<file path="src/rtl/vram_pkg.sv">
// vram_pkg
// Shared definitions for the VRAM arbiter slice: the scan FSM state
// encoding, the default display geometry and the visible frame size.
// No ports; imported with "import vram_pkg::*;".
package vram_pkg;

  localparam int H_ACTIVE_DEF = 640;
  localparam int V_ACTIVE_DEF = 480;
  localparam int FRAME_PIXELS = H_ACTIVE_DEF * V_ACTIVE_DEF;

  typedef enum logic [1:0] {
    ST_SCAN   = 2'd0,
    ST_HBLANK = 2'd1,
    ST_VBLANK = 2'd2
  } scan_state_t;

  // Visible pixel count for an arbitrary geometry, so parameterised
  // instances do not depend on the default FRAME_PIXELS.
  function automatic int frame_pixels(input int h_active, input int v_active);
    return h_active * v_active;
  endfunction

endpackage

</file>
<file path="src/rtl/wr_fifo.sv">
// wr_fifo
// Circular write buffer between the game-logic writer and the VRAM port.
// Ports:
//   pixelClock  clock, rising edge
//   resetN      synchronous active-low reset (empties the buffer)
//   push        write push_data at the tail (ignored when full)
//   push_data   entry to store
//   pop         drop the head entry (ignored when empty)
//   head_data   entry at the head, valid when empty=0
//   count       number of stored entries (0..DEPTH)
//   full/empty  status decoded from count
import vram_pkg::*;

module wr_fifo #(
  parameter int WIDTH = 27,
  parameter int DEPTH = 16
) (
  input  logic                     pixelClock,
  input  logic                     resetN,
  input  logic                     push,
  input  logic [WIDTH-1:0]         push_data,
  input  logic                     pop,
  output logic [WIDTH-1:0]         head_data,
  output logic [$clog2(DEPTH):0]   count,
  output logic                     full,
  output logic                     empty
);

  localparam int PW = $clog2(DEPTH);
  localparam int CW = PW + 1;

  logic [WIDTH-1:0] storage [DEPTH];
  logic [PW-1:0]    wr_ptr;
  logic [PW-1:0]    rd_ptr;
  logic             push_ok;
  logic             pop_ok;

  // Status and qualified handshakes; DEPTH is a power of two so the
  // pointers wrap on their own.
  always_comb begin
    full      = (count == CW'(DEPTH));
    empty     = (count == '0);
    push_ok   = push & ~full;
    pop_ok    = pop & ~empty;
    head_data = storage[rd_ptr];
  end

  // Entry storage needs no reset: an entry is only read after it is written.
  always_ff @(posedge pixelClock) begin
    if (push_ok) begin
      storage[wr_ptr] <= push_data;
    end
  end

  // Pointer and occupancy bookkeeping; a push and pop together leave
  // the count unchanged while both pointers advance.
  always_ff @(posedge pixelClock) begin
    if (!resetN) begin
      wr_ptr <= '0;
      rd_ptr <= '0;
      count  <= '0;
    end else begin
      if (push_ok) begin
        wr_ptr <= wr_ptr + PW'(1);
      end
      if (pop_ok) begin
        rd_ptr <= rd_ptr + PW'(1);
      end
      case ({push_ok, pop_ok})
        2'b10:   count <= count + CW'(1);
        2'b01:   count <= count - CW'(1);
        default: count <= count;
      endcase
    end
  end

endmodule

</file>
<file path="src/rtl/vram_arbiter.sv">
// vram_arbiter
// Shares one single-port VRAM between display scan-out and a buffered
// game-logic writer. The display owns the port whenever draw is high;
// buffered writes drain one per cycle while draw is low.
// Optional feature macro: VRAM_STATS_EN adds stall_count.
// Ports:
//   pixelClock, resetN          clock and synchronous active-low reset
//   draw, v_sync_signal         timing from msync
//   wr_valid/wr_addr/wr_data    writer request; wr_ready accepts it
//   mem_addr/mem_we/mem_wdata   VRAM command, mem_rdata 1-cycle read data
//   pixel_data/pixel_valid      scan-out pixel to the DAC
//   frame_done                  pulse after the last visible pixel fetch
//   stall_count                 (VRAM_STATS_EN) saturating blocked-cycle count
import vram_pkg::*;

module vram_arbiter #(
  parameter int H_ACTIVE   = H_ACTIVE_DEF,
  parameter int V_ACTIVE   = V_ACTIVE_DEF,
  parameter int ADDR_W     = 19,
  parameter int DATA_W     = 8,
  parameter int FIFO_DEPTH = 16
) (
  input  logic              pixelClock,
  input  logic              resetN,
  input  logic              draw,
  input  logic              v_sync_signal,
  input  logic              wr_valid,
  input  logic [ADDR_W-1:0] wr_addr,
  input  logic [DATA_W-1:0] wr_data,
  output logic              wr_ready,
  output logic [ADDR_W-1:0] mem_addr,
  output logic              mem_we,
  output logic [DATA_W-1:0] mem_wdata,
  input  logic [DATA_W-1:0] mem_rdata,
  output logic [DATA_W-1:0] pixel_data,
  output logic              pixel_valid,
  output logic              frame_done
`ifdef VRAM_STATS_EN
  ,
  output logic [15:0]       stall_count
`endif
);

  localparam int                PIXELS    = frame_pixels(H_ACTIVE, V_ACTIVE);
  localparam logic [ADDR_W-1:0] LAST_ADDR = ADDR_W'(PIXELS - 1);
  localparam int                FW        = ADDR_W + DATA_W;
  localparam int                CW        = $clog2(FIFO_DEPTH) + 1;

  scan_state_t       state;
  scan_state_t       next_state;
  logic [ADDR_W-1:0] rd_addr;
  logic [ADDR_W-1:0] hold_addr;
  logic [DATA_W-1:0] hold_wdata;
  logic              vsync_q;
  logic              vsync_rise;
  logic              pv_q;
  logic              fd_q;

  logic              push;
  logic              pop;
  logic [FW-1:0]     head;
  logic [CW-1:0]     fifo_count;
  logic              fifo_full;
  logic              fifo_empty;

  assign vsync_rise = v_sync_signal & ~vsync_q;

  wr_fifo #(
    .WIDTH (FW),
    .DEPTH (FIFO_DEPTH)
  ) u_fifo (
    .pixelClock (pixelClock),
    .resetN     (resetN),
    .push       (push),
    .push_data  ({wr_addr, wr_data}),
    .pop        (pop),
    .head_data  (head),
    .count      (fifo_count),
    .full       (fifo_full),
    .empty      (fifo_empty)
  );

  // State register.
  always_ff @(posedge pixelClock) begin
    if (!resetN) begin
      state <= ST_VBLANK;
    end else begin
      state <= next_state;
    end
  end

  // Leaving a scan run goes to vertical blanking only when the run ended
  // on the last visible pixel; fd_q marks exactly that previous fetch.
  always_comb begin
    next_state = state;
    if (draw) begin
      next_state = ST_SCAN;
    end else if (state == ST_SCAN) begin
      next_state = fd_q ? ST_VBLANK : ST_HBLANK;
    end
  end

  // Port ownership follows the live draw input so the display never
  // waits; everything is forced quiet while reset is asserted so a reset
  // mid-drain issues no further write.
  always_comb begin
    wr_ready    = 1'b1;
    push        = 1'b0;
    pop         = 1'b0;
    mem_we      = 1'b0;
    mem_addr    = hold_addr;
    mem_wdata   = hold_wdata;
    pixel_valid = 1'b0;
    pixel_data  = '0;
    frame_done  = 1'b0;
    if (!resetN) begin
      mem_addr  = '0;
      mem_wdata = '0;
    end else begin
      wr_ready = (fifo_count != CW'(FIFO_DEPTH));
      push     = wr_valid & ~fifo_full;
      if (draw) begin
        mem_addr = rd_addr;
      end else if (!fifo_empty) begin
        mem_addr  = head[FW-1:DATA_W];
        mem_wdata = head[DATA_W-1:0];
        mem_we    = 1'b1;
        pop       = 1'b1;
      end
      pixel_valid = pv_q;
      pixel_data  = pv_q ? mem_rdata : '0;
      frame_done  = fd_q;
    end
  end

  // Scan address counter, vsync edge detect and the one-cycle scan-out
  // pipeline. The vsync restart wins over the increment.
  always_ff @(posedge pixelClock) begin
    if (!resetN) begin
      rd_addr    <= '0;
      vsync_q    <= 1'b0;
      pv_q       <= 1'b0;
      fd_q       <= 1'b0;
      hold_addr  <= '0;
      hold_wdata <= '0;
    end else begin
      vsync_q    <= v_sync_signal;
      pv_q       <= draw;
      fd_q       <= draw && (rd_addr == LAST_ADDR);
      hold_addr  <= mem_addr;
      hold_wdata <= mem_wdata;
      if (vsync_rise) begin
        rd_addr <= '0;
      end else if (draw) begin
        rd_addr <= (rd_addr == LAST_ADDR) ? '0 : rd_addr + ADDR_W'(1);
      end
    end
  end

`ifdef VRAM_STATS_EN
  // Counts cycles the writer was held off; restarts every frame.
  always_ff @(posedge pixelClock) begin
    if (!resetN) begin
      stall_count <= '0;
    end else if (vsync_rise) begin
      stall_count <= '0;
    end else if (wr_valid && !wr_ready && (stall_count != 16'hFFFF)) begin
      stall_count <= stall_count + 16'd1;
    end
  end
`endif

endmodule

</file>
<file path="config.mk">
export PLATFORM = sky130hd
export DESIGN_NAME = vram_arbiter
export DESIGN_NICKNAME = d
export VERILOG_FILES = /design/src/rtl/vram_pkg.sv /design/src/rtl/wr_fifo.sv /design/src/rtl/vram_arbiter.sv
export SDC_FILE = /design/constraint.sdc
export NUM_CORES = 1
export LEC_CHECK = 0
export CAP_MARGIN = 5
export CORE_UTILIZATION = 45
export DETAILED_ROUTE_END_ITERATION = 6
export PLACE_DENSITY = 0.69
export SLEW_MARGIN = 25
export SYNTH_ARGS = -nofsm -noshare
export SYNTH_HDL_FRONTEND = slang
export SYNTH_SLANG_ARGS = --single-unit
</file>
<file path="constraint.sdc">
create_clock -name pixelClock -period 3.9 [get_ports pixelClock]
set_input_delay 0.39 -clock pixelClock [delete_from_list [all_inputs] [get_ports pixelClock]]
set_output_delay 0.39 -clock pixelClock [all_outputs]
set_load 0.005 [all_outputs]
</file>
* Yosys cells after proc, flatten, opt, wreduce, memory -nomap -nowiden
Memory sizes are Yosys's and may differ from the RTL's. A register that Yosys moved wholly into a read port is not among the register bits. Cells that the tools add are included.
Storage, ports and cells: bits in registers 62, latch bits 0, RAM bits 432, bits in read-only memories 0, input port bits 40, output and inout port bits 39, logic and storage cells 53, memories kept 1
Memories:
- u_fifo.storage | depth 16, width 27, rd ports 1, clocked after memory_dff 1, wr ports 1, line wr_fifo.sv:32 | logic [WIDTH-1:0] storage [DEPTH];
Cells by class: add/subtract/negate cells 5, multipliers 0, div/mod/pow operators 0, $lt $le $gt $ge 0, eq/ne operators 5, shifts and indexed selects 0, mux-type cells 21, bitwise gates (word level) 8, reductions and logical operators 4
Operators with widths (number):
- 19-bit two-way mux | 4
- 8-bit two-way mux | 5
- 19-bit by 1-bit adder with 19-bit output (second input constant) | 1
- 19-bit equality test (second input constant) | 1
- 5-bit case mux with 2 select lines | 1
- 1-bit two-way mux | 9
- 4-bit by 1-bit adder with 4-bit output (second input constant) | 2
- 4-bit two-way mux | 2
- 5-bit by 1-bit adder with 5-bit output (second input constant) | 1
- 5-bit equality test (second input constant) | 1
- 5-bit logical NOT | 1
- 5-bit != test (second input constant) | 1
- 5-bit by 1-bit subtractor with 5-bit output (second input constant) | 1
- 1-bit AND | 4
- 1-bit NOT | 4
- 2-bit by 1-bit equality test with 1-bit output (second input constant) | 1
- 2-bit equality test (second input constant) | 1
- 2-bit nonzero test | 1
- 2-bit OR reduction | 1
- 1-bit logical AND | 1

* Depth between registers and ports, before layout
Gate-level depths: netlist of run 1.
depth in word-level cells 7, gate-level depth with buffers 14, depth with buffers taken out 12

* Modules after synthesis
From an unflattened synthesis of run 1, not the netlist that was laid out.
Second synthesis, totals: cells, all modules 1027, area, all modules 19738.9 sq um
By module, submodules not included:
- wr_fifo | times used 1, cells each 727, area an instance 17207.8 sq um, seq. area each 13312.8 sq um
- vram_arbiter | times used 1, cells each 300, area an instance 2531.2 sq um, seq. area each 980.9 sq um

* Worst setup path before layout of run 1
Ideal clock, no wire load.
kind in2reg, start point input resetN, end point memory u_fifo.storage[0][0], enable pin, library setup time 445 ps, arrival time 3118 ps, data required time 3455 ps, setup slack 337 ps, cell stages on the path 4, buffers on the path 2, cells stage by stage clkbuf_1 > clkbuf_1 > nand3_1 > nor3_1
On the way: word-level cells in the longest chain between the ends 4
RTL lines:
- start, declared | line vram_arbiter.sv:24 | input logic resetN,
- 1-bit two-way mux | line vram_arbiter.sv:116 | if (!resetN) begin
- 1-bit AND | line wr_fifo.sv:43 | push_ok = push & ~full;
- 1-bit two-way mux | line wr_fifo.sv:50 | if (push_ok) begin
- 1-bit two-way mux (not written as such) | line wr_fifo.sv:51 | storage[wr_ptr] <= push_data;
- end, declared | line wr_fifo.sv:32
No other way between the ends.

==> summary.md, run 1 <==
| Metric | Value |
|---|---|
| Post-DP HPWL | `~26,000 um` |
| Sequential Power Share | `47.1%` |
| Hold_sp | `resetN` |
| Postcts setup bufs | `0` |
| CTS H-tree depth | `2` |
| Max-Cap Viols | `0` |
| Resized cells post-CTS | `0` |
| Critical path class | `reg2out` |
| Tmin final | `~3700 ps` |
| Commonest non-fill, non-tap cells in the layout | `432 x edfxtp_1, 109 x mux4_2, 77 x clkdlybuf4s50_1, 62 x dfxtp_1, 51 x clkbuf_16` |
| Synth Flop Type | `edfxtp_1` |
| CORE AREA | `43,200 um2` |
| Least-Margin Pin Slew | `about 840 ps` |
| Pint | `approximately 10 mW` |
| Overflow after GRT | `0` |
| R2r setup slk | `about 760 ps` |
| Most frequent standard cell in the layout excluding fill and tap cells | `edfxtp_1` |
| TNS Setup | `0 ps` |
| Die area | `44,700 um2` |
| Die Height | `between 200 and 250 um` |
| Yosys top cell by area | `edfxtp_1` |
| Slew headroom | `a little over two fifths` |
| Boundary pin count | `about 80` |
| Async S/R FF share, synth | `0%` |
| DRC Markers | `0` |
| Met2 wire length | `between 20,000 and 25,000 um` |
| Crit path DAT | `3330 ps` |
| EDFF count, synth | `between 400 and 500` |
| Port Buf Inserts | `78` |
| Crit path max fanout | `23` |
| Detailed-route via count | `about 10,000` |
| Initial Util | `45.7%` |
| Sequential cell area fraction in the yosys report | `between 70 and 80%` |
| CP Capture Type | `primary output` |
| Syn Nets | `about 1,100` |
| Vias per std cell | `5.78` |
| Met3 WL post-DR | `roughly 2400 um` |
| # rows | `76` |
| Status | `completed` |
| Final Worst Setup Slack | `176 ps` |
| M1 WL | `18,700 um` |
| Vias in the first global route | `just over 10,000` |
| Netlist Area Pre-Place | `19,700 um2` |
| Final Wtd Congestion | `between 0.7 and 0.8` |
| CTS tree | `built` |
| DR iter-0 viols | `roughly 1,200` |
| Post-Synthesis Cells | `1,036` |
| Synth-to-layout area growth | `16.9%` |
| Final hold vios | `0` |
| CTS root buf | `clkbuf_16` |
| Detailed Route WL | `43,400 um` |
| Synthesized flop and latch total | `498` |
| CTS clk-pin slew, worst paths | `~60 ps` |
| Clock Skew | `between 20 and 30 ps` |
| Fin. max-slew vios | `0` |
| Ys Warns | `0` |
| PnR Total Power | `roughly 13 mW` |
| Routed len/inst | `between 20 and 25 um` |
| CTS max path bufs | `3` |
| Antenna-violating nets left | `0` |
| Unrepaired setup endpoints after global routing | `no` |
| FILL cells | `~3,400` |
| Pwr dens | `~570 nW/um2` |
| Horiz. Die Dim | `around 210 um` |
| Final setup viols | `0` |
| Leak | `around 7 nW` |
| Reg2reg path depth | `12` |
| Synth area leaders | `edfxtp_1 66%, mux4_2 12%, dfxtp_1 6.7%, mux2i_1 1.3%, o221ai_1 0.93%` |
| Sw Ratio | `24.7%` |
| CTS hold repair buffers | `0` |
| Num Clock Sinks | `498` |
| ANT cells | `0` |
| Power share of the clock group | `36.9%` |
| Initial antenna violation count | `1` |
| FF-to-FF Start | `u_fifo.count[1]$_SDFFE_PN0P_` |
| Overall Global Routing Usage | `19.8%` |
| Data required, critical path | `about 3500 ps` |
| Reg2reg end | `u_fifo.count[4]$_SDFFE_PN0P_` |
| First-pass GRT wire length | `~65,000 um` |
| Hold path endpoint | `hold_addr[0]$_SDFF_PN0_` |
| Worst hold stages | `3` |
| Mean Syn Cell Area | `roughly 19 um2` |
| Worst VDD drop | `0.000318 V` |
| Combinational power share | `16.0%` |
| Drt first pass iters | `5` |
| Max Freq | `about 270 MHz` |
| Top Metal Used | `met5` |
| Worst slack at placement | `802 ps` |
| Total CTS buffers | `50` |
| CP Launch Type | `flip-flop` |
| Min-delay worst type | `in2reg` |
| Final nets | `roughly 1,200` |
| Worst skew pair latency | `around 600 ps` |
| Synth top area share | `between 60% and 70%` |
| Psw | `approximately 3.3 mW` |
| Share of layout cells above drive strength 1 | `23.9%` |
| Largest net degree at the start of global routing | `44` |
| Final Cycle Share | `between 90% and 100%` |
| Synth unique cells | `56` |
==> routing by layer <==
| metal | global-route usage [%] | vias up |
|---|---|---|
| met5 | 0 | - |
| met4 | 5.87 | 2 |
| met2 | 32.5 | 354 |
| met1 | 27.3 | 5335 |
| met3 | 3.34 | 77 |
| li1 | - | 4467 |
==> synth_stat cells, types with 17 or more instances <==
cell type / number
edfxtp_1: 432
mux2i_1: 25
clkbuf_1: 26
o221ai_1: 21
nor2b_1: 17
nor3_1: 19
a31o_2: 17
nand2_1: 30
nor2_1: 41
dfxtp_1: 66
mux4_2: 109
==> worst max path at each step <==
| stage | cells past startpoint | to | slack [ps] | startpoint |
|---|---|---|---|---|
| 2_1_floorplan | 4 | u_fifo.storage[0][0]$_DFFE_PP_ | 340 | resetN |
| 3_3_place_gp | 6 | mem_wdata[4] | 810 | flip-flop |
| 3_5_place_dp | 6 | mem_addr[16] | 800 | flip-flop |
| 4_1_cts | 6 | mem_wdata[5] | 160 | flip-flop |
| 5_1_grt | 6 | mem_addr[17] | 10 | flip-flop |
| 6_report | 6 | mem_addr[17] | 180 | flip-flop |
==> registers in the layout (all words and copies together) (netlist names), named ones only <==
register and flops:
vsync_q 1, hold_wdata 8, u_fifo.rd_ptr 4, u_fifo.storage 432, fd_q 1, pv_q 1, hold_addr 19, u_fifo.wr_ptr 4
u_fifo.count 5, rd_addr 19
==> per-stage QoR <==
step           instances  util (%)  hold WS [ps]  instance area, um2
6_report            1771      53.4           353               23100
5_1_grt             1771      53.4           358               23100
4_1_cts             1771      53.4           317               23100
3_5_place_dp        1677      49.5           480               21400
3_3_place_gp        1677      49.5           475               21400
2_1_floorplan       1036         -           467               19700
==> layout make-up <==
cell class / count / area (um2) / share of cell area, %
Sequential cell: 498 / 14300 / 62.0
Multi-Input combinational cell: 465 / 5120 / 22.2
Clock buffer: 72 / 1430 / 6.18
Timing Repair Buffer: 121 / 1190 / 5.14
Tap cell: 585 / 732 / 3.17
Clock inverter: 22 / 255 / 1.11
Inverter: 8 / 35.0 / 0.152
==> kinds of logic after synthesis <==
group,after synthesis,share of synthesized area [%]
buffers and inverters,73,2.16
xor gates and xnor gates,26,1.15
AOI/OAI and AO/OA,117,5.09
and+or+nand+nor,179,4.88
DFF,498,72.4
muxes,135,13.8
adders and majority gates,8,0.507
==> critical path, stage by stage (launching register included) <==
cell and delay [ps]:
dfxtp_2 810, buf_4 310, mux4_2 310, nor2b_1 140, a2111oi_1 520, nor3_1 160, clkdlybuf4s50_1 480
==> power groups by stage <==
stage	clock network (mW)	registers [mW]	logic [mW]
floorplan	0	6.17	1.62
global placement	0	6.32	2.09
detailed placement	0	6.33	2.12
CTS	4.94	6.22	2.14
global route	5.14	6.25	2.27
finish	4.88	6.21	2.12
(Power assumes the default switching activity.)
==> run 2, diff against run 1 <==
--- a/config.mk
+++ b/config.mk
@@ -5,10 +5,11 @@
 export SDC_FILE = /design/constraint.sdc
 export NUM_CORES = 1
 export LEC_CHECK = 0
+export ABC_AREA = 1
 export CAP_MARGIN = 5
-export CORE_UTILIZATION = 45
+export CORE_UTILIZATION = 40
 export DETAILED_ROUTE_END_ITERATION = 6
-export PLACE_DENSITY = 0.69
+export PLACE_DENSITY = 0.63
 export SLEW_MARGIN = 25
 export SYNTH_ARGS = -nofsm -noshare
 export SYNTH_HDL_FRONTEND = slang
==> run 2 against run 1 <==
Clock power shrank 8.4%. Worst hold slack gained 51 ps. Design area up 0.78%. Synthesized cell count grew 57%. Largest power group unchanged. Non-clock buffer count is 5 lower. Count of clock-buffer cells in the layout fell by 10. Wire length up 19%. Flip-flop and latch count unchanged. Largest cell class unchanged. Critical path depth rose by 3. Final cell count up 35%. Setup slack worse by 7.3 ps.
==> summary.md, run 2 <==
| Metric | Value |
|---|---|
| Initial antenna violation count | `1` |
| Vias per std cell | `5.56` |
| Ys Warns | `0` |
| CP Launch Type | `flip-flop` |
| Overflow after GRT | `0` |
| Max reg flops | `around 430` |
| Placed Instances | `between 2,000 and 2,500` |
| Synth-to-layout area growth | `15.3%` |
| Max-Cap Viols | `0` |
| Synthesized flop and latch total | `between 400 and 500` |
| Final Cycle Share | `95.7%` |
| Netlist Area Pre-Place | `~20,000 um2` |
| Crit path DAT | `about 3300 ps` |
| CTS tree | `built` |
| Detailed Route WL | `slightly above 50,000 um` |
| Final hold vios | `0` |
| CTS H-tree depth | `2` |
| Synth area leaders | `edfxtp_1 64%, dfxtp_1 6.6%, nor2_1 6.3%, o21ai_0 5.6%, o211ai_1 2.6%` |
| Sequential Power Share | `a little under half` |
| DRC Markers | `0` |
| Antenna-violating nets left | `0` |
| Sequential cell area fraction in the yosys report | `70.9%` |
| Final setup viols | `0` |
| Pwr dens | `roughly 550 nW/um2` |
| Detailed-route via count | `around 13,000` |
| Placed inst area | `around 22,000 um2` |
| Power share of the clock group | `34.9%` |
| CTS max path bufs | `3` |
| Final Worst Setup Slack | `approximately 170 ps` |
| Postcts setup bufs | `0` |
| Min-delay worst type | `in2reg` |
| Leak | `just under 8 nW` |
| Worst VDD drop | `approximately 0.00034 V` |
| Die Height | `approximately 230 um` |
| Fin area | `23,200 um2` |
| Worst slack at placement | `approximately 670 ps` |
| FILL cells | `4,326` |
| Yosys top cell by area | `edfxtp_1` |
| Max Freq | `around 270 MHz` |
| CP Capture Type | `primary output` |
| First-pass GRT wire length | `between 70,000 and 80,000 um` |
| Share of layout cells above drive strength 1 | `a little under a tenth` |
| Final Non-Filler Cells | `between 2,000 and 2,500` |
| Num Clock Sinks | `approximately 500` |
| Worst skew pair latency | `approximately 570 ps` |
| Data required, critical path | `between 3000 and 4000 ps` |
| Overall Global Routing Usage | `~20%` |
| Slew headroom | `between 50% and 60%` |
| Unrepaired setup endpoints after global routing | `yes` |
| Post-DP HPWL | `between 20,000 and 30,000 um` |
| Async S/R FF share, synth | `0%` |
| Synth unique cells | `41` |
| Port Buf Inserts | `78` |
| CTS clk-pin slew, worst paths | `approximately 60 ps` |
| Die area | `about 51,000 um2` |
| TNS Setup | `0 ps` |
| Vias in the first global route | `between 10,000 and 15,000` |
| Largest net degree at the start of global routing | `~130` |
| EDFF count, synth | `around 430` |
| Mean Syn Cell Area | `12.4 um2` |
| Pint | `a little over 9 mW` |
| Most frequent standard cell in the layout excluding fill and tap cells | `edfxtp_1` |
| Fin. max-slew vios | `0` |
| Combinational power share | `18.2%` |
| # rows | `81` |
| Initial Util | `40.9%` |
| Least-Margin Pin Slew | `a little under 700 ps` |
| Post-synth top cells | `432 x edfxtp_1, 340 x nor2_1, 226 x o21ai_0` |
| Sequential Area | `14,300 um2` |
| Critical path class | `reg2out` |
| CORE AREA | `about 49,000 um2` |
| Most common cell in the netlist | `edfxtp_1` |
| Area of the multi-input gates | `5040 um2` |
| Boundary pin count | `just under 80` |
| Synth Flop Type | `edfxtp_1` |
| Psw | `3.62 mW` |
| Horiz. Die Dim | `between 200 and 250 um` |
| Final Wtd Congestion | `approximately 0.84` |
| Final nets | `between 1,500 and 2,000` |
| Drt first pass iters | `5` |
| DR iter-0 viols | `about 1,400` |
| Total CTS buffers | `48` |
| Sw Ratio | `28.3%` |
| Leading registers by flop count | `u_fifo.storage (432), hold_addr (19), rd_addr (19)` |
| Most flop-heavy register | `u_fifo.storage` |
| CTS root buf | `clkbuf_16` |
| Routed len/inst | `roughly 22 um` |
| Post-Synthesis Cells | `~1,600` |
| Status | `completed` |
| Crit path max fanout | `96` |
| Tmin final | `between 3000 and 4000 ps` |
| Synth top area share | `between 60% and 70%` |
| Commonest non-fill, non-tap cells in the layout | `432 x edfxtp_1, 324 x nor2_1, 226 x o21ai_0, 79 x nand3_1, 78 x clkdlybuf4s50_1` |
| Clock Skew | `~21 ps` |
| Syn Nets | `approximately 1,700` |
[run 2: power groups by stage]
stage / combinational (mW) / clock (mW) / sequential [mW]
global placement: 2.27 / 0 / 6.13
CTS: 2.33 / 4.54 / 6.02
floorplan: 1.71 / 0 / 6.06
global route: 2.59 / 4.72 / 6.04
finish: 2.33 / 4.47 / 6.03
detailed placement: 2.32 / 0 / 6.13
[run 2: per-layer routing]
metal  global-route usage [%]  part of all wire (%)  up-vias
li1                         -                     -     6072
met1                     28.5                    43     6607
met2                     32.1                    47      543
met3                     2.57                   6.7       91
met4                     7.48                   3.1        0
met5                        0                     0        -
[run 2: logic make-up after synthesis]
logic type               count (synthesis)  share of synthesized area [%]
XOR/XNOR                                16                          0.695
flip-flops                             498                           70.9
AND/OR/NAND/NOR                        499                           10.4
adder cells (fa/ha/maj)                  8                          0.496
AO/OA/AOI/OAI                          423                           12.8
buffers and inverters                  186                           4.72
[run 2: critical path, cell delays in order (launching register included)]
cell and delay, ps:
dfxtp_4 480, inv_8 450, buf_12 280, o21ai_0 100
o221ai_1 200, nand3_1 110, nand3_1 150, o21ai_1 100
a21oi_1 230, clkdlybuf4s50_1 550
[run 2: cell type report]
class | instances | area share (%)
flip-flops and latches | 498 | 61.5
multi-input cells | 946 | 21.7
clock buffers | 62 | 5.58
repair buffers | 116 | 5.39
well taps | 664 | 3.57
inverters | 83 | 1.38
clock inverters | 23 | 0.829
diodes | 1 | 0.0108
[run 2: metrics by stage]
stage               power, mW  utilization (%)  hold slack (ps)
global route             13.4             47.1              425
detailed placement       8.45             44.0              470
global placement         8.40             44.0              463
CTS                      12.9             47.0              382
floorplan                7.76                -              456
finish                   12.8             47.1              404
[run 2: worst paths after layout]
check                                     start                        endpoint  slack (ps)  depth (start not counted)
hold reg to reg   u_fifo.rd_ptr[2]$_SDFFE_PN0P_                       flip-flop         480                          2
setup / recovery                      flip-flop                     mem_addr[7]         170                          9
hold / removal                    v_sync_signal              vsync_q$_SDFF_PN0_         400                          3
setup reg to reg   u_fifo.count[0]$_SDFFE_PN0P_  u_fifo.storage[5][8]$_DFFE_PP_        1330                          7
[run 2: repair_timing]
item,in CTS,in global routing
gates resized for setup,0,4
hold buffers,0,0
setup endpoints to repair,0,22
==> run 3, diff against run 2 <==
--- a/config.mk
+++ b/config.mk
@@ -7,9 +7,11 @@
 export LEC_CHECK = 0
 export ABC_AREA = 1
 export CAP_MARGIN = 5
+export CORE_MARGIN = 2
 export CORE_UTILIZATION = 40
 export DETAILED_ROUTE_END_ITERATION = 6
 export PLACE_DENSITY = 0.63
+export SETUP_SLACK_MARGIN = 0.4
 export SLEW_MARGIN = 25
 export SYNTH_ARGS = -nofsm -noshare
 export SYNTH_HDL_FRONTEND = slang
==> run 3 against run 2 <==
Count of clock-buffer cells in the layout is 8 higher. First-iteration DRC count shrank 0.97%. Critical path depth decreased by 1. Global-route usage down 1.2 points. Via count is 0.14% higher. Final cell count is 1.4% higher. Critical endpoint is now mem_addr[8].
==> summary.md, run 3 (same netlist as run 2, synthesis figures left out) <==
| Metric | Value |
|---|---|
| FF-to-FF Start | `u_fifo.count[0]$_SDFFE_PN0P_` |
| CORE AREA | `approximately 50,000 um2` |
| Initial Util | `40.4%` |
| Most flop-heavy register | `u_fifo.storage` |
| ANT cells | `0` |
| Horiz. Die Dim | `between 200 and 250 um` |
| Leading registers by flop count | `u_fifo.storage (432), hold_addr (19), rd_addr (19)` |
| Data required, critical path | `3510 ps` |
| Placed Instances | `2,321` |
| Final hold vios | `0` |
| Post-DP HPWL | `29,100 um` |
| Least-Margin Pin Slew | `roughly 800 ps` |
| Vias per std cell | `around 5.5` |
| Pwr dens | `roughly 580 nW/um2` |
| Reg2reg end | `u_fifo.storage[9][10]$_DFFE_PP_` |
| Crit path DAT | `3030 ps` |
| Port Buf Inserts | `78` |
| Tmin final | `approximately 3400 ps` |
| CP Launch Type | `flip-flop` |
| Final Wtd Congestion | `~0.84` |
| Die area | `about 52,000 um2` |
| Final nets | `between 1,500 and 2,000` |
| Total CTS buffers | `51` |
| Worst VDD drop | `0.000387 V` |
| Power share of the clock group | `between 30 and 40%` |
| # rows | `slightly above 80` |
| Synth-to-layout area growth | `18.1%` |
| Max Freq | `between 200 and 300 MHz` |
| Detailed Route WL | `just over 50,000 um` |
| Commonest non-fill, non-tap cells in the layout | `432 x edfxtp_1, 324 x nor2_1, 226 x o21ai_0, 78 x clkdlybuf4s50_1, 75 x nand3_1` |
| Final setup viols | `0` |
| Slew headroom | `between 40% and 50%` |
| Pint | `around 10 mW` |
| Routed len/inst | `21.3 um` |
| DRC Markers | `0` |
| Largest net degree at the start of global routing | `82` |
| Most frequent standard cell in the layout excluding fill and tap cells | `edfxtp_1` |
| Overflow after GRT | `0` |
| Drt first pass iters | `5` |
| CTS max path bufs | `3` |
| Final Cycle Share | `~90%` |
| Leak | `around 8 nW` |
| Sequential Power Share | `about 44%` |
| Initial antenna violation count | `1` |
| Clock Skew | `between 20 and 25 ps` |
| Overall Global Routing Usage | `a little under a fifth` |
| CTS root buf | `clkbuf_16` |
| Detailed-route via count | `about 13,000` |
| FILL cells | `4,379` |
| Layout Utilization | `about 48%` |
| First-pass GRT wire length | `between 70,000 and 80,000 um` |
| Combinational power share | `just under 20%` |
| Antenna-violating nets left | `0` |
| Share of layout cells above drive strength 1 | `11.2%` |
| R2r setup slk | `about 1500 ps` |
| Die Height | `roughly 230 um` |
| Status | `completed` |
| Final Non-Filler Cells | `between 2,000 and 2,500` |
| Max reg flops | `~430` |
| Psw | `between 3 and 4 mW` |
| CTS clk-pin slew, worst paths | `60 ps` |
| Critical path class | `reg2out` |
| Crit path max fanout | `between 50 and 60` |
| Boundary pin count | `between 70 and 80` |
| Fin. max-slew vios | `0` |
| CTS tree | `built` |
| Unrepaired setup endpoints after global routing | `yes` |
| CP Capture Type | `primary output` |
| CTS H-tree depth | `2` |
| Min-delay worst type | `in2reg` |
| Num Clock Sinks | `approximately 500` |
| TNS Setup | `0 ps` |
| Sw Ratio | `between 20% and 30%` |
| DR iter-0 viols | `roughly 1,400` |
| Vias in the first global route | `12,900` |
| Max-Cap Viols | `0` |
| End of the critical path | `mem_addr[8]` |
| Reg2reg path depth | `7` |
| Worst skew pair latency | `610 ps` |
[run 3: cell types whose count changed in the layout (fill, tap and decap cells not counted), sizes merged]
| cell | delta |
|---|---|
| clkinv | -5 |
| inv | +2 |
| buf | +11 |
| bufinv | +3 |
| clkinvlp | +4 |
| diode | -1 |
| clkbuf | +12 |
[run 3: cell type report]
type                    count  area (um2)  area share [%]
flip-flops and latches    498       14300            60.1
clock inverters            26         327            1.37
clock buffers              70        1450            6.08
inverters                  83         348            1.46
repair buffers            131        1470            6.18
well taps                 672         841            3.53
repair inverters            1        11.3          0.0473
multi-input cells         946        5070            21.3
[run 3: per-layer routing]
layer  part of all wire, %  GRT usage (%)
met5                     0              0
met4                   2.4           6.45
met3                   6.4           3.28
met2                    47           30.8
met1                    44           26.0
[run 3: what timing repair did]
action,in CTS,in global routing
setup buffers,0,5
gates resized for setup,8,16
pin swaps,0,1
endpoints found under the setup margin,23,27
hold buffers,0,0
gates cloned,1,4
[run 3: worst min-delay path by stage]
stage	start	endpoint	slack [ps]	cells past startpoint
2_1_floorplan	u_fifo.rd_ptr[2]$_SDFFE_PN0P_	flip-flop	460	2
3_3_place_gp	u_fifo.rd_ptr[2]$_SDFFE_PN0P_	flip-flop	470	2
3_5_place_dp	u_fifo.rd_ptr[2]$_SDFFE_PN0P_	flip-flop	470	2
4_1_cts	v_sync_signal	vsync_q$_SDFF_PN0_	360	3
5_1_grt	v_sync_signal	vsync_q$_SDFF_PN0_	380	3
6_report	v_sync_signal	vsync_q$_SDFF_PN0_	390	3
[run 3: metrics by stage]
step                      total power, mW  cell area [um2]  worst slack (ps)  hold slack, ps
final                                13.7            23800               480             393
after global routing                 14.3            23800               333             379
after CTS                            13.6            23600               366             364
after detailed placement             8.51            21800               849             467
after global placement               8.46            21800               912             471
after floorplan                      7.76            20200              1400             456
[run 3: critical path, cell delays in order, from the launching register on]
cell             delay (ps)
dfxtp_4                 480
buf_12                  270
o21ai_0                 130
o211ai_1                400
nand3_1                 180
nand3_1                 160
o21ai_1                 100
a21oi_1                 140
clkdlybuf4s50_1         520
[run 3: power groups by stage]
stage	logic, mW	clock network (mW)	registers [mW]
CTS	2.50	5.14	5.98
global placement	2.38	0	6.08
floorplan	1.71	0	6.06
detailed placement	2.43	0	6.08
global route	2.94	5.34	5.99
finish	2.67	5.07	5.99
==> patch, RTL diff (config.mk and constraints of run 3) <==
Set the parameter `ADDR_W` to 23 (it was 19).
--- a/src/rtl/vram_arbiter.sv
+++ b/src/rtl/vram_arbiter.sv
@@ -18,3 +18,3 @@
   parameter int V_ACTIVE   = V_ACTIVE_DEF,
-  parameter int ADDR_W     = 19,
+  parameter int ADDR_W     = 23,
   parameter int DATA_W     = 8,
Interface: changed (resized mem_addr and wr_addr); port bits go from 79 to 87. No check against the original RTL was run, so the function may have changed too.
==> patch against run 3 <==
- area after synthesis increased by 13%
- count of clock-buffer cells in the layout increased by 2
- cell area increased by 13%
- maximum frequency decreased by 0.24%
- routed wire length increased by 15%
- first-iteration DRC count decreased by 1.6%
- synthesized cell count increased by 11%
- critical path depth increased by 1
- sequential cell count increased by 72
- clock power increased by 5.7%
- total power increased by 11%
- utilization about the same
- setup slack got worse by 8.3 ps
==> patch: results (changes against run 3) <==
| Metric | Value |
|---|---|
| Status | finished clean (unchanged) |
| CTS root buf | clkbuf_16 (unchanged) |
| Post-synthesis net count | 1870 (was 1678) |
| Biggest regs | u_fifo.storage x496, hold_addr x23, rd_addr x23 (was u_fifo.storage x432, hold_addr x19, rd_addr x19) |
| Drt initial violations | 1405 (was 1428) |
| HP Class | input port to flip-flop (unchanged) |
| Max cap viols | 0 (unchanged) |
| Setup_tns | 0 ps (unchanged) |
| Number of flops mapped to enable cells by yosys | 496 (was 432) |
| Routed WL | 59.6 mm (was 51.8 mm) |
| Ratio of cells with drive above 1 in the final layout | 9.85% (was 11.2%) |
| Max incr delay on CP | 460 ps (was 520 ps) |
| PortBufs | 86 (was 78) |
| First-pass GRT wire length | 88.1 mm (was 77.0 mm) |
| Worst Hold Depth | 3 (unchanged) |
| Fin nets | 1964 (was 1760) |
| Pre-CTS setup slack | 754 ps (was 849 ps) |
| Vias in the first global route | 14600 (was 12900) |
| GP Congestion | 0.813 (was 0.844) |
| Worst Path Arrival | 3040 ps (was 3030 ps) |
| Largest cells by area after synthesis | edfxtp_1, dfxtp_1, o21ai_0 (was edfxtp_1, dfxtp_1, nor2_1) |
| Worst Hold Slack | 339 ps (was 393 ps) |
| Initial antenna violation count | 3 (was 1) |
| Post-DP HPWL | 33.5 mm (was 29.1 mm) |
| Slowest cell on crit path | dfxtp_4 (was clkdlybuf4s50_1) |
| IR drop worst, VDD | 0.378 mV (was 0.387 mV) |
| Worst R2R Path Depth | 15 (was 7) |
| Global-route usage over all layers | 19.5% (was 19.0%) |
| Clock Latency Late Sink | 630 ps (was 610 ps) |
| Primary FF master, synth | edfxtp_1 (unchanged) |
| P_leak | 8.89 nW (was 8.01 nW) |
| CP max FO | 69 (was 54) |
| CTS Buf Count | 58 (was 51) |
| Yosys cell types | 37 (was 41) |
| Drt pass-1 iters | 5 (unchanged) |
| Via density | 5.58 (was 5.49) |
| Layout Skew | 21.4 ps (was 23.0 ps) |
| Max_slew headroom | 56.3% (was 46.5%) |
| Reg2Reg Setup Slack | 1650 ps (was 1480 ps) |
| Synth cell count leaders | edfxtp_1, nor2_1, o21ai_0 (unchanged) |
| Period minus WS final | 3430 ps (was 3420 ps) |
| Largest net degree at the start of global routing | 112 (was 82) |
| Post-synth ARST share | 0% (unchanged) |
| Warnings, synthesis | 0 (unchanged) |
| Filler cells | 4941 (was 4379) |
| Deepest clock path buffer count | 3 (unchanged) |
| Sequential fraction of the synthesis area | 72.2% (was 70.9%) |
| Number of H-tree levels | 2 (unchanged) |
| Reg clk slew, reported paths | 60 ps (about the same) |
-- patch: what timing repair did --
item / 4_1_cts / 5_1_grt
gates cloned: 1 / 5
resized for setup: 10 / 14
hold buffers: 0 / 0
setup buffers: 0 / 8
setup endpoints to repair: 29 / 24
pin swaps: 0 / 1
-- patch: worst max-delay path: cells and delay by family, from the launching register on --
family	cells	cell delay, ps
buffers and inverters	3	920
flip-flops	1	460
AO/OA/AOI/OAI	4	650
AND/OR/NAND/NOR	2	360
-- patch: per-layer routing --
| layer | GRT usage, % | vias up | wire length (µm) |
|---|---|---|---|
| li1 | - | 6922 | - |
| met4 | 7.52 | 4 | 2110 |
| met2 | 31.7 | 539 | 28600 |
| met3 | 3.35 | 127 | 3850 |
| met5 | 0 | - | 26 |
| met1 | 26.4 | 7568 | 25000 |
-- patch: cell type report --
type	count	area [µm²]	share of cell area [%]
clock inverters	36	330	1.23
clock buffers	72	1500	5.61
diodes	1	2.50	0.00934
repair buffers	151	1680	6.25
well taps	756	946	3.53
inverters	108	437	1.63
flip-flops and latches	570	16400	61.1
multi-input cells	1022	5520	20.6
-- patch: per-stage QoR --
stage	cells	area [µm²]
after floorplan	1817	22700
after global placement	2593	24600
after detailed placement	2593	24600
after CTS	2702	26500
after global routing	2715	26800
final	2716	26800
-- patch: worst paths after layout --
check                                                     to                    startpoint
worst max-delay path                             mem_addr[0]                     flip-flop
worst max register to register  u_fifo.count[4]$_SDFFE_PN0P_  u_fifo.count[1]$_SDFFE_PN0P_
worst min-delay path                      vsync_q$_SDFF_PN0_                 v_sync_signal
worst min register to register      rd_addr[13]$_SDFFE_PP0P_      rd_addr[13]$_SDFFE_PP0P_
-- patch: cells by family (layout without fill, tap and decap cells) --
| logic type | Yosys count | count (layout) | share of synthesized area, % |
|---|---|---|---|
| other | 0 | 1 | 0 |
| flip-flops | 570 | 570 | 72.2 |
| XOR/XNOR | 12 | 12 | 0.463 |
| adder cells (fa/ha/maj) | 9 | 9 | 0.496 |
| AND/OR/NAND/NOR | 515 | 515 | 9.58 |
| AO/OA/AOI/OAI | 486 | 486 | 13.1 |
| buffers and inverters | 225 | 367 | 4.16 |
-- patch: power by group --
part	internal [mW]	switching, mW	leakage [nW]
clock	3.02	2.34	0.897
sequential	6.76	0.0883	5.08
combinational	1.03	1.94	2.92
